`config.mk`:
```
export PLATFORM = sky130hd
export DESIGN_NAME = stock_cmd_initiator_flat
export DESIGN_NICKNAME = d
export VERILOG_FILES = /design/src/rtl/stock_cmd_initiator_if.sv /design/src/rtl/stock_cmd_initiator.sv /design/src/flat_wrapper.sv
export SDC_FILE = /design/constraint.sdc
export NUM_CORES = 1
export LEC_CHECK = 0
export CORE_AREA = 2 2 122 124
export CTS_BUF_LIST = sky130_fd_sc_hd__clkbuf_8
export CTS_CLUSTER_DIAMETER = 50
export DETAILED_ROUTE_END_ITERATION = 7
export DIE_AREA = 0 0 124 126
export PLACE_DENSITY = 0.9
export SYNTH_ARGS = -nofsm -noshare
export SYNTH_HDL_FRONTEND = slang
export SYNTH_SLANG_ARGS = --single-unit
```
`constraint.sdc`:
```
create_clock -name clk -period 2.55 [get_ports clk]
set_input_delay 0.3825 -clock clk [delete_from_list [all_inputs] [get_ports clk]]
set_output_delay 0.3825 -clock clk [all_outputs]
set_load 0.01 [all_outputs]
```
`src/rtl/stock_cmd_initiator_if.sv`:
```
// ---------------------------------------------------------------------------
// stock_cmd_initiator_if
//
// Bundles the host request/response handshake and the shared stock command
// bus that connect the command initiator to the host decoder and the array
// of per-stock weight units.
//
//   Host request  : req_valid, req_ready, req_stock, req_cmd, req_payload
//   Host response : rsp_valid, rsp_ready, rsp_data, rsp_status
//   Stock bus     : data_valid, stock_selected, data (to units)
//                   data_ready, unit_out (from units, unit i at [40*i+39:40*i])
//
// Modports:
//   master : the initiator's view
//   slave  : the host + weight-unit side
// ---------------------------------------------------------------------------
interface stock_cmd_initiator_if #(
    parameter int NUM_STOCKS = 4,
    parameter int SEL_W      = (NUM_STOCKS > 1) ? $clog2(NUM_STOCKS) : 1
);
    logic                     req_valid;
    logic                     req_ready;
    logic [SEL_W-1:0]         req_stock;
    logic [7:0]               req_cmd;
    logic [39:0]              req_payload;

    logic                     rsp_valid;
    logic                     rsp_ready;
    logic [39:0]              rsp_data;
    logic [1:0]               rsp_status;

    logic                     data_valid;
    logic [NUM_STOCKS-1:0]    stock_selected;
    logic [47:0]              data;
    logic [NUM_STOCKS-1:0]    data_ready;
    logic [40*NUM_STOCKS-1:0] unit_out;

    modport master (
        input  req_valid, req_stock, req_cmd, req_payload, rsp_ready,
               data_ready, unit_out,
        output req_ready, rsp_valid, rsp_data, rsp_status,
               data_valid, stock_selected, data
    );

    modport slave (
        output req_valid, req_stock, req_cmd, req_payload, rsp_ready,
               data_ready, unit_out,
        input  req_ready, rsp_valid, rsp_data, rsp_status,
               data_valid, stock_selected, data
    );
endinterface

```
`src/rtl/stock_cmd_initiator.sv`:
```
// ---------------------------------------------------------------------------
// stock_cmd_initiator
//
// Accepts one host request at a time, pulses a single-cycle command onto the
// shared 48-bit stock bus with a one-hot select, waits for the selected
// unit's data_ready and returns the unit's 40-bit output with a status code.
// Exactly one pulse per accepted command, so accumulate commands are applied
// once. All outputs are registered.
//
// Ports:
//   clk  : clock, rising edge
//   rst  : synchronous active-high reset
//   bus  : stock_cmd_initiator_if.master (host handshake + stock bus)
//
// Status codes: 0 OK, 1 TIMEOUT, 2 BAD_REQ, 3 BAD_ACK.
// ---------------------------------------------------------------------------
module stock_cmd_initiator #(
    parameter int NUM_STOCKS     = 4,
    parameter int TIMEOUT_CYCLES = 15
) (
    input  logic                         clk,
    input  logic                         rst,
    stock_cmd_initiator_if.master        bus
);
    localparam int          SEL_W        = (NUM_STOCKS > 1) ? $clog2(NUM_STOCKS) : 1;
    localparam logic [31:0] NUM_STOCKS_U = NUM_STOCKS;
    localparam logic [7:0]  TIMEOUT_LAST = 8'(TIMEOUT_CYCLES - 1);

    localparam logic [7:0]  CMD_SET = 8'h0A;
    localparam logic [7:0]  CMD_GET = 8'h0B;
    localparam logic [7:0]  CMD_BUY = 8'h0C;
    localparam logic [7:0]  CMD_NEG = 8'h0E;

    localparam logic [39:0] ACK_DONE = 40'hCC_CCCC_CCCC;
    localparam logic [39:0] ACK_BUY  = 40'h11_1111_1111;
    localparam logic [39:0] ACK_SELL = 40'h22_2222_2222;

    typedef enum logic [1:0] {S_IDLE, S_ISSUE, S_WAIT, S_RESP} state_t;
    typedef enum logic [1:0] {
        RSP_OK      = 2'd0,
        RSP_TIMEOUT = 2'd1,
        RSP_BAD_REQ = 2'd2,
        RSP_BAD_ACK = 2'd3
    } status_t;

    state_t                  state, state_n;
    logic [7:0]              wait_cnt, wait_cnt_n;
    logic [SEL_W-1:0]        stock, stock_n;
    logic [7:0]              cmd, cmd_n;

    logic                    req_ready_q, req_ready_n;
    logic                    rsp_valid_q, rsp_valid_n;
    logic [39:0]             rsp_data_q, rsp_data_n;
    status_t                 rsp_status_q, rsp_status_n;
    logic                    data_valid_q, data_valid_n;
    logic [NUM_STOCKS-1:0]   stock_selected_q, stock_selected_n;
    logic [47:0]             data_q, data_n;

    logic                    req_legal;
    logic                    ready_sel;
    logic [39:0]             unit_slice;

    assign req_legal  = (bus.req_cmd >= CMD_SET) && (bus.req_cmd <= CMD_NEG)
                     && (32'(bus.req_stock) < NUM_STOCKS_U);
    // Only the addressed unit's ready/output matter; other units are ignored.
    assign ready_sel  = bus.data_ready[stock];
    assign unit_slice = bus.unit_out[40*stock +: 40];

    assign bus.req_ready      = req_ready_q;
    assign bus.rsp_valid      = rsp_valid_q;
    assign bus.rsp_data       = rsp_data_q;
    assign bus.rsp_status     = rsp_status_q;
    assign bus.data_valid     = data_valid_q;
    assign bus.stock_selected = stock_selected_q;
    assign bus.data           = data_q;

    always_comb begin
        // NOTE: every variable written here gets a default first, so no path
        // leaves one unassigned and no latch is inferred.
        state_n          = state;
        wait_cnt_n       = wait_cnt;
        stock_n          = stock;
        cmd_n            = cmd;
        req_ready_n      = req_ready_q;
        rsp_valid_n      = rsp_valid_q;
        rsp_data_n       = rsp_data_q;
        rsp_status_n     = rsp_status_q;
        // Bus outputs default low every cycle, which makes the strobe a
        // single-cycle pulse by construction.
        data_valid_n     = 1'b0;
        stock_selected_n = '0;
        data_n           = '0;

        case (state)
            S_IDLE: begin
                if (bus.req_valid && req_ready_q) begin
                    stock_n     = bus.req_stock;
                    cmd_n       = bus.req_cmd;
                    req_ready_n = 1'b0;
                    if (req_legal) begin
                        // Pulse is registered here so it appears in ISSUE.
                        state_n                         = S_ISSUE;
                        data_valid_n                    = 1'b1;
                        stock_selected_n[bus.req_stock] = 1'b1;
                        data_n                          = {bus.req_cmd, bus.req_payload};
                    end else begin
                        state_n      = S_RESP;
                        rsp_valid_n  = 1'b1;
                        rsp_data_n   = '0;
                        rsp_status_n = RSP_BAD_REQ;
                    end
                end
            end

            S_ISSUE: begin
                state_n    = S_WAIT;
                wait_cnt_n = '0;
            end

            S_WAIT: begin
                // Ready wins over the timeout in the last counted cycle.
                if (ready_sel) begin
                    state_n     = S_RESP;
                    rsp_valid_n = 1'b1;
                    rsp_data_n  = unit_slice;
                    case (cmd)
                        CMD_GET: rsp_status_n = RSP_OK;
                        CMD_BUY: rsp_status_n = (unit_slice == ACK_BUY || unit_slice == ACK_SELL)
                                              ? RSP_OK : RSP_BAD_ACK;
                        default: rsp_status_n = (unit_slice == ACK_DONE) ? RSP_OK : RSP_BAD_ACK;
                    endcase
                end else if (wait_cnt == TIMEOUT_LAST) begin
                    state_n      = S_RESP;
                    rsp_valid_n  = 1'b1;
                    rsp_data_n   = '0;
                    rsp_status_n = RSP_TIMEOUT;
                end else begin
                    wait_cnt_n = wait_cnt + 8'd1;
                end
            end

            S_RESP: begin
                if (bus.rsp_ready) begin
                    state_n     = S_IDLE;
                    rsp_valid_n = 1'b0;
                    req_ready_n = 1'b1;
                end
            end

            default: state_n = S_IDLE;
        endcase
    end

    always_ff @(posedge clk) begin
        // NOTE: sequential state uses non-blocking assignments only; the
        // combinational block above uses blocking ones.
        if (rst) begin
            state            <= S_IDLE;
            wait_cnt         <= '0;
            stock            <= '0;
            cmd              <= '0;
            req_ready_q      <= 1'b1;
            rsp_valid_q      <= 1'b0;
            rsp_data_q       <= '0;
            rsp_status_q     <= RSP_OK;
            data_valid_q     <= 1'b0;
            stock_selected_q <= '0;
            data_q           <= '0;
        end else begin
            state            <= state_n;
            wait_cnt         <= wait_cnt_n;
            stock            <= stock_n;
            cmd              <= cmd_n;
            req_ready_q      <= req_ready_n;
            rsp_valid_q      <= rsp_valid_n;
            rsp_data_q       <= rsp_data_n;
            rsp_status_q     <= rsp_status_n;
            data_valid_q     <= data_valid_n;
            stock_selected_q <= stock_selected_n;
            data_q           <= data_n;
        end
    end
endmodule

```
`src/flat_wrapper.sv`:
```
// flat-port wrapper written by rule: the top's interface ports become plain ports
module stock_cmd_initiator_flat 
#(
    parameter int NUM_STOCKS     = 4,
    parameter int TIMEOUT_CYCLES = 15
)
  (clk, rst, bus_req_valid, bus_req_stock, bus_req_cmd, bus_req_payload, bus_rsp_ready, bus_data_ready, bus_unit_out, bus_req_ready, bus_rsp_valid, bus_rsp_data, bus_rsp_status, bus_data_valid, bus_stock_selected, bus_data);
  stock_cmd_initiator_if #(.NUM_STOCKS(NUM_STOCKS)) bus_i ();
  input  logic clk;
  input  logic rst;
  input wire logic [$bits(bus_i.req_valid)-1:0] bus_req_valid;
  input wire logic [$bits(bus_i.req_stock)-1:0] bus_req_stock;
  input wire logic [$bits(bus_i.req_cmd)-1:0] bus_req_cmd;
  input wire logic [$bits(bus_i.req_payload)-1:0] bus_req_payload;
  input wire logic [$bits(bus_i.rsp_ready)-1:0] bus_rsp_ready;
  input wire logic [$bits(bus_i.data_ready)-1:0] bus_data_ready;
  input wire logic [$bits(bus_i.unit_out)-1:0] bus_unit_out;
  output wire logic [$bits(bus_i.req_ready)-1:0] bus_req_ready;
  output wire logic [$bits(bus_i.rsp_valid)-1:0] bus_rsp_valid;
  output wire logic [$bits(bus_i.rsp_data)-1:0] bus_rsp_data;
  output wire logic [$bits(bus_i.rsp_status)-1:0] bus_rsp_status;
  output wire logic [$bits(bus_i.data_valid)-1:0] bus_data_valid;
  output wire logic [$bits(bus_i.stock_selected)-1:0] bus_stock_selected;
  output wire logic [$bits(bus_i.data)-1:0] bus_data;
  assign bus_i.req_valid = bus_req_valid;
  assign bus_i.req_stock = bus_req_stock;
  assign bus_i.req_cmd = bus_req_cmd;
  assign bus_i.req_payload = bus_req_payload;
  assign bus_i.rsp_ready = bus_rsp_ready;
  assign bus_i.data_ready = bus_data_ready;
  assign bus_i.unit_out = bus_unit_out;
  assign bus_req_ready = bus_i.req_ready;
  assign bus_rsp_valid = bus_i.rsp_valid;
  assign bus_rsp_data = bus_i.rsp_data;
  assign bus_rsp_status = bus_i.rsp_status;
  assign bus_data_valid = bus_i.data_valid;
  assign bus_stock_selected = bus_i.stock_selected;
  assign bus_data = bus_i.data;
  stock_cmd_initiator #(.NUM_STOCKS(NUM_STOCKS), .TIMEOUT_CYCLES(TIMEOUT_CYCLES)) u_core (.clk(clk), .rst(rst), .bus(bus_i));
endmodule
```
### Word-level counts from Yosys, hierarchy flattened

Cells that the tools add are included.

* input bits: 218
* register bits after elaboration: 117
* word-level logic and storage cells: 90
* output and inout port bits: 97

* shifts and indexed selects: 1
* equality and inequality tests: 15
* bitwise logic cells: 3
* add/sub/neg operators: 1
* multiplexer cells: 36
* $lt $le $gt $ge: 5
* reduce and logical (&&, ||, !) cells: 17
* multiply operators: 1

Operator list (number)
* $mux W40: 4
* $shiftx A160 B9 Y40: 1
* $pmux W40 S2: 1
* $eq A40 B37 Y1 const B: 1
* $eq A40 B38 Y1 const B: 1
* $eq A40 B40 Y1 const B: 1
* $eq A8 B4 Y1 const B: 3
* $mux W2: 11
* $mux W8: 2
* $pmux W8 S2: 1
* $mux W1: 10
* $reduce_and A3 Y1: 3
* $add A8 B1 Y8 const B: 1
* $ge A8 B4 Y1 const B: 1
* $le A8 B4 Y1 const B: 1
* $ne A2 B2 Y1 const B: 4
* $pmux W2 S2: 2
* $pmux W2 S4: 1
* $lt A2 B3 Y1 const B: 2
* $reduce_bool A2 Y1: 3
* $mul A3 B2 Y5 const A: 1
* $reduce_and A5 Y1: 1
* $eq A2 B2 Y1 const B: 2
* $reduce_and A4 Y1: 1
* 16 further kinds: 20

### Logic depth before layout (Yosys ltp)

Gate-level depths: netlist (run 1).

* word-level depth: 8
* mapped depth: 10
* gate-level depth less buffers: 9

### Least setup slack after synthesis (run 1)

Ideal clock, no wire load.

* path type: flip-flop to flip-flop
* from: register u_core.stock[0]
* to: register u_core.rsp_status_q[1] (netlist: u_core.bus.rsp_status[1])
* stages on the path, launching flop included: 9
* setup time: 0.122 ns
* period minus slack after synthesis: 2.350 ns
* slack: 0.200 ns
* required time: 2.428 ns
* buffers on the path: 2
* data arrival time: 2.228 ns
* cells stage by stage: dfxtp_1 > buf_6 > buf_12 > mux4_2 > nor4_2 > nand3_1 > o32ai_1 > a211oi_1 > a311o_1

* longest elaborated chain between the ends: 8
* elaborated cells on any way between the ends: 15
* classes of those cells: 1 x mul; 4 x eq/ne; 1 x shift; 7 x mux; 2 x reduce/logical

RTL lines
* start, declared: RTL line stock_cmd_initiator.sv:48 `logic [SEL_W-1:0] stock, stock_n;`
* start signal, assigned: RTL line stock_cmd_initiator.sv:172 `stock <= stock_n;`
* $mul A3 B2 Y5: RTL line stock_cmd_initiator.sv:67 `assign unit_slice = bus.unit_out[40*stock +: 40];`
* $shiftx A160 B9 Y40: RTL line stock_cmd_initiator.sv:67
* $eq A40 B37 Y1 or $eq A40 B38 Y1 (tied branches): RTL line stock_cmd_initiator.sv:128 `CMD_BUY: rsp_status_n = (unit_slice == ACK_BUY || unit_slice == ACK_SELL)`
* $logic_or A1 B1 Y1: RTL line stock_cmd_initiator.sv:128
* $mux W2: RTL line stock_cmd_initiator.sv:129 `? RSP_OK : RSP_BAD_ACK;`
* $pmux W2 S2: RTL line stock_cmd_initiator.sv:126 `case (cmd)`
* $mux W2: RTL line stock_cmd_initiator.sv:122 `if (ready_sel) begin`
* $pmux W2 S2: RTL line stock_cmd_initiator.sv:94 `case (state)`
* end signal, assigned: RTL line stock_cmd_initiator.sv:177 `rsp_status_q <= rsp_status_n;`
* end, declared: RTL line stock_cmd_initiator.sv:54 `status_t rsp_status_q, rsp_status_n;`

Parallel ways exist; a longest one is shown, timed or not. The select of a mux whose other input is x is not followed.
A chain may end at the register's enable or synchronous reset.

### Worst setup path after layout (run 1)

Ends and elaborated chain as after synthesis.

==> metrics.cfg, run 1 <==
[clock_tree]
path_clk_slew_ps = 70
cts_max_path_buffers = 2
htree_levels = 4
numCtsBuffers = 17
cts_hold_buf = 0
insertion_delay_ps = 450
root_buffer = clkbuf_8
cts_tree = built
cts_sinks = 117

[detailed_routing]
viasPerCell = 5.296
drt-initial-drc-count = 586
route.antenna.remaining_nets = 0
route.vias.total = 5736
avgRoutedWirePerCell_microns = 20.60
firstDrtPassIters = 5
drc = 0
wl_microns = 22310

[global_route]
overflow = 0
grt_pass1_wl_microns = 32550
antenna_found_initial = 4
grtUsageTotal = 0.2839
grt_max_degree = 49
grt_pass1_vias = 5885

[run_status]
outcome = complete, but fails checks
violations = setup timing

[sta]
fmax_mhz = 387.2
tightest_slew_ps = 875.2
period_minus_slack_ps = 2582
finalCritPeriodShare = 1.013
hold_viol = 0
setup_viol = 1
fin_ws_ps = -32.49
max_slew_margin = 0.4159
hold_ws_ps = 326.3
fin_skew_ps = 8.615
rsz0062_at_grt = yes
drv_slew = 0

[run]
cap_violations = 0

[setup_path]
critical_path.max_fanout = 8
end_kind = register
path_cells = buf_12 > buf_4 > buf_4 > mux4_2 > nor4_1 > nand3_1 > o21ai_2 > a211oi_1 > a311o_1
crit_type = reg2reg
arrival_ps = 2920
crit_family = simple AND/OR/NAND/NOR gates
max_stage_delay_ps = 520
critPathSlowestCell = mux4_2
crit_top_cell = buf_4
cp_num_buf_inv = 3
start_kind = register
crit_required_ps = 2890

[floorplan]
die_area_sq_um = 15620
die_x_microns = 124
initial_core_util = 0.3635
fp.dieH_microns = 126
core_area_sq_um = 14310
ioPinCount = 315
std_cell_rows = 44

[place]
port_buffers = 314
dp_cells = 1042
place_congestion = 0.8813
dpl.hpwl_microns = 16950

[pwr]
power_density_nw_per_um2 = 694.2
irDropWorstVdd_v = 0.0003978
leakage_nw = 3.475

[layout]
nNetsFinal = 1108
utilization = 0.6693
multi_input_area_sq_um = 2716
layout-drive-gt1-share = 0.1730
stdcell_count = 1083
seqCellArea_sq_um = 2347
syn2layout_area_growth_pct = 84.11
nFillCells = 1084

[synth]
async_flop_share = 0
synth-edff-count = 0
yosys_warnings = 0
synth.distinct_cells = 42
syn-instance-count = 520
netlist_area_sq_um = 5204
synth_seq_cells = 117
ys_seq_area_frac = 0.4501
ys.flop_type = dfxtp_1
avgSynthCellArea_sq_um = 10.01

[hold_path]
hold_path_class = in2reg

[cells in the mapped netlist, types with 3 or more instances]
library cell | count | area share
inv_1 | 8 | 0.0058
nand3_1 | 49 | 0.047
nand2_1 | 75 | 0.054
ha_1 | 6 | 0.014
nand4_1 | 11 | 0.013
a211oi_1 | 3 | 0.0043
nor3_1 | 6 | 0.0058
or3_1 | 3 | 0.0036
nor4_1 | 9 | 0.011
clkbuf_1 | 23 | 0.017
mux4_2 | 41 | 0.18
and2_1 | 45 | 0.054
buf_2 | 9 | 0.0087
and3_1 | 5 | 0.0060
dfxtp_1 | 117 | 0.45
xor2_1 | 5 | 0.0084
nor2_1 | 17 | 0.012
a21oi_1 | 58 | 0.056
[worst paths after layout]
| path | cells after the start | endpoint | slack (ps) | start |
|---|---|---|---|---|
| worst max-delay path | 9 | u_core.bus.rsp_status[1] | -30 | u_core.stock[0] |
| worst min-delay path | 2 | u_core.bus.rsp_valid | 330 | rst |
| worst max register to register | 9 | u_core.bus.rsp_status[1] | -30 | u_core.stock[0] |
| worst min register to register | 2 | u_core.bus.rsp_data[1] | 450 | u_core.bus.rsp_data[1] |
[cell families (layout without fill, tap and decap cells)]
group / after synthesis / after routing / share of synthesized area
other: 1 / 7 / 0.0007206
buffers and inverters: 47 / 419 / 0.04592
AND/OR/NAND/NOR: 226 / 227 / 0.2174
multiplexers: 42 / 42 / 0.1794
AO/OA/AOI/OAI: 75 / 75 / 0.08199
adder cells (fa/ha/maj): 6 / 6 / 0.01443
XOR/XNOR: 6 / 6 / 0.01010
flip-flops: 117 / 117 / 0.4501
[report_power, final]
part	internal, mW	switching (mW)
Combinational	1.22	1.27
Clock	1.38	0.754
Sequential	1.94	0.0848
Total	4.54	2.11
[per-layer routing]
layer	vias to the layer above	GRT usage	routed length [microns]
met3	73	0.1046	2395
met5	-	0	26
met2	362	0.4522	10890
met1	2697	0.3384	8183
li1	2600	-	-
met4	4	0.1328	814
[registers in the layout (all words and copies together), names as in the netlist]
register                   cells
u_core.bus.rsp_status          2
u_core.bus.rsp_data           40
u_core.state                   2
u_core.stock                   2
u_core.bus.data_valid          1
u_core.wait_cnt                8
u_core.bus.data               48
u_core.cmd                     8
u_core.bus.req_ready           1
u_core.bus.rsp_valid           1
u_core.bus.stock_selected      4
[cell usage in the layout (no fill, tap or decap), types with 2 or more instances in the layout]
cell type	n
xor2_1	5
nor3_1	5
nand3_2	2
nor4_4	2
mux4_2	41
diode_2	3
dfxtp_1	115
conb_1	4
buf_4	57
clkbuf_8	22
nand4_1	11
o21ai_0	2
nand3_1	47
clkdlybuf4s50_1	313
a311o_1	2
and3_1	5
nor4_1	6
buf_12	7
a21oi_1	58
inv_1	9
ha_1	6
nand2_1	75
nor2_1	16
and2_1	44
bufinv_16	6
a211oi_1	3
nor4_2	3
or3_1	3
[per-stage QoR]
| stage | power (mW) | instance area, sq um | worst slack [ps] | TNS (ps) |
|---|---|---|---|---|
| after floorplan | 3.243 | 5215 | 199.6 | 0 |
| after global placement | 4.298 | 8927 | -215.1 | -309.1 |
| after detailed placement | 4.357 | 8927 | -278.0 | -1625 |
| after CTS | 6.577 | 9547 | -26.22 | -26.22 |
| after global routing | 6.908 | 9578 | -134.6 | -134.6 |
| final | 6.651 | 9580 | -32.49 | -32.49 |
[timing repair]
| action | 4_1_cts | 5_1_grt |
|---|---|---|
| gates cloned | 1 | 1 |
| setup endpoints to repair | 1 | 25 |
| gates resized for setup | 9 | 4 |
| pin swaps | 3 | 3 |
| setup buffers | 5 | 0 |
[cell type report]
| cell class | count | area share |
|---|---|---|
| Timing Repair Buffer | 380 | 0.3914 |
| Clock buffer | 22 | 0.03161 |
| Antenna cell | 3 | 0.0007836 |
| Sequential cell | 117 | 0.2450 |
| Inverter | 8 | 0.003134 |
| Clock inverter | 9 | 0.02050 |
| Tap cell | 184 | 0.02403 |
| Multi-Input combinational cell | 360 | 0.2835 |
Note: power is estimated with default switching activity, not from simulation.
==> run 2, diff against run 1 <==
--- a/config.mk
+++ b/config.mk
@@ -10,7 +10,10 @@
 export CTS_CLUSTER_DIAMETER = 50
 export DETAILED_ROUTE_END_ITERATION = 7
 export DIE_AREA = 0 0 124 126
+export GPL_TIMING_DRIVEN = 1
 export PLACE_DENSITY = 0.9
+export SKIP_CTS_REPAIR_TIMING = 1
+export SKIP_LAST_GASP = 1
 export SYNTH_ARGS = -nofsm -noshare
 export SYNTH_HDL_FRONTEND = slang
 export SYNTH_SLANG_ARGS = --single-unit
==> metrics.cfg, run 2 (synthesis results as in run 1) <==
[floorplan]
fp.dieH_microns = 126  ; unchanged
die_x_microns = 124  ; unchanged
ioPinCount = 315  ; unchanged
std_cell_rows = 44  ; unchanged
core_area_sq_um = 14310  ; unchanged
initial_core_util = 0.3635  ; unchanged
die_area_sq_um = 15620  ; unchanged

[pwr]
leakage_nw = 3.506  ; was 3.475 nW
power.total_mw = 6.670  ; was 6.651 mW
power_density_nw_per_um2 = 693.8  ; was 694.2 nW/um^2
irDropWorstVdd_v = 0.0003965  ; was 0.0003978 V

[place]
port_buffers = 314  ; unchanged
dp_cells = 1042  ; unchanged
place_area_sq_um = 8927  ; unchanged
dpl.hpwl_microns = 16950  ; unchanged
dp_slack_ps = -278.0  ; unchanged
place_congestion = 0.8813  ; unchanged

[global_route]
antenna_found_initial = 1  ; was 4
grtUsageTotal = 0.2750  ; was 0.2839
grt_pass1_wl_microns = 31860  ; was 32550 microns
overflow = 0  ; unchanged
grt_max_degree = 49  ; unchanged
grt_pass1_vias = 5718  ; was 5885

[sta]
fin_skew_ps = 9.831  ; was 8.615 ps
period_minus_slack_ps = 2640  ; was 2582 ps
finalCritPeriodShare = 1.035  ; was 1.013
fin_ws_ps = -90.13  ; was -32.49 ps
setup_viol = 2  ; was 1
fmax_mhz = 378.8  ; was 387.2 MHz
hold_viol = 0  ; unchanged
max_slew_margin = 0.3722  ; was 0.4159
hold_ws_ps = 327.7  ; was 326.3 ps
rsz0062_at_grt = yes  ; unchanged
tightest_slew_ps = 940.6  ; was 875.2 ps
drv_slew = 0  ; unchanged

[clock_tree]
path_clk_slew_ps = 70  ; about the same
insertion_delay_ps = 450  ; about the same
cts_tree = built  ; unchanged
htree_levels = 4  ; unchanged
cts_max_path_buffers = 2  ; unchanged
cts_sinks = 117  ; unchanged
root_buffer = clkbuf_8  ; unchanged
numCtsBuffers = 17  ; unchanged

[layout]
syn2layout_area_growth_pct = 84.76  ; was 84.11%
stdcell_count = 1087  ; was 1083
largest_reg_flops = 48  ; unchanged
layout_commonest_cell = clkdlybuf4s50_1  ; unchanged
layout-drive-gt1-share = 0.1774  ; was 0.1730
final_cell_mix = 313 x clkdlybuf4s50_1, 115 x dfxtp_1, 75 x nand2_1, 61 x buf_4, 58 x a21oi_1  ; was 313 x clkdlybuf4s50_1, 115 x dfxtp_1, 75 x nand2_1, 58 x a21oi_1, 57 x buf_4
design_area_sq_um = 9614  ; was 9580 sq um
nNetsFinal = 1114  ; was 1108

[run_status]
outcome = complete, but fails checks  ; unchanged
violations = setup timing  ; unchanged

[setup_path]
critical_path.max_fanout = 8  ; unchanged
crit_type = reg2reg  ; unchanged
end_kind = register  ; unchanged
arrival_ps = 2970  ; was 2920 ps
crit_required_ps = 2880  ; was 2890 ps
start_kind = register  ; unchanged

[detailed_routing]
drc = 0  ; unchanged
wl_microns = 22350  ; was 22310 microns
avgRoutedWirePerCell_microns = 20.56  ; was 20.60 microns
route.antenna.remaining_nets = 0  ; unchanged
route.vias.total = 5800  ; was 5736
firstDrtPassIters = 5  ; unchanged
drt-initial-drc-count = 592  ; was 586
viasPerCell = 5.336  ; was 5.296

[hold_path]
hold_path_class = in2reg  ; unchanged

[run]
cap_violations = 0  ; unchanged

[run 2: report_power, final]
| group | switching [mW] | total [mW] | internal (mW) |
|---|---|---|---|
| clock | 0.759 | 2.14 | 1.38 |
| combinational | 1.27 | 2.50 | 1.23 |
| sequential | 0.0850 | 2.02 | 1.94 |
| total | 2.11 | 6.67 | 4.56 |
[run 2: worst paths after layout]
check | slack, ps | endpoint | cells past startpoint | from
max | -90 | u_core.bus.rsp_status[1] | 10 | u_core.stock[0]
min | 330 | u_core.bus.rsp_valid | 2 | rst
max reg2reg | -90 | u_core.bus.rsp_status[1] | 10 | u_core.stock[0]
min reg2reg | 450 | u_core.bus.rsp_data[1] | 2 | u_core.bus.rsp_data[1]
[run 2: cell type report]
| class | count | area (sq um) |
|---|---|---|
| clock buffers | 22 | 302.8 |
| well taps | 184 | 230.2 |
| clock inverters | 9 | 196.4 |
| flip-flops and latches | 117 | 2347 |
| diodes | 1 | 2.502 |
| multi-input cells | 360 | 2701 |
| inverters | 8 | 30.03 |
| fillers | 1073 | 4700 |
| repair buffers | 386 | 3804 |
[run 2: per-stage QoR]
step | TNS (ps) | utilization
after floorplan | 0 | -
after global placement | -309.1 | 0.6237
after detailed placement | -1625 | 0.6237
after CTS | -116.2 | 0.6586
after global routing | -325.6 | 0.6717
final | -100.8 | 0.6717
[run 2: worst max-delay path: stages, from the launching register on]
cell,delay (ps)
dfxtp_4,390
buf_12,140
buf_12,150
buf_12,140
mux4_2,560
nor4_1,320
and3_1,200
nand3_1,110
o21ai_2,180
a211oi_2,80
a311o_1,270
[run 2: layer usage]
metal	vias up	GRT usage	part of all wire
li1	2602	-	-
met5	-	0	0
met4	0	0.1124	0.037
met1	2760	0.3411	0.37
met3	73	0.08741	0.098
met2	365	0.4412	0.49
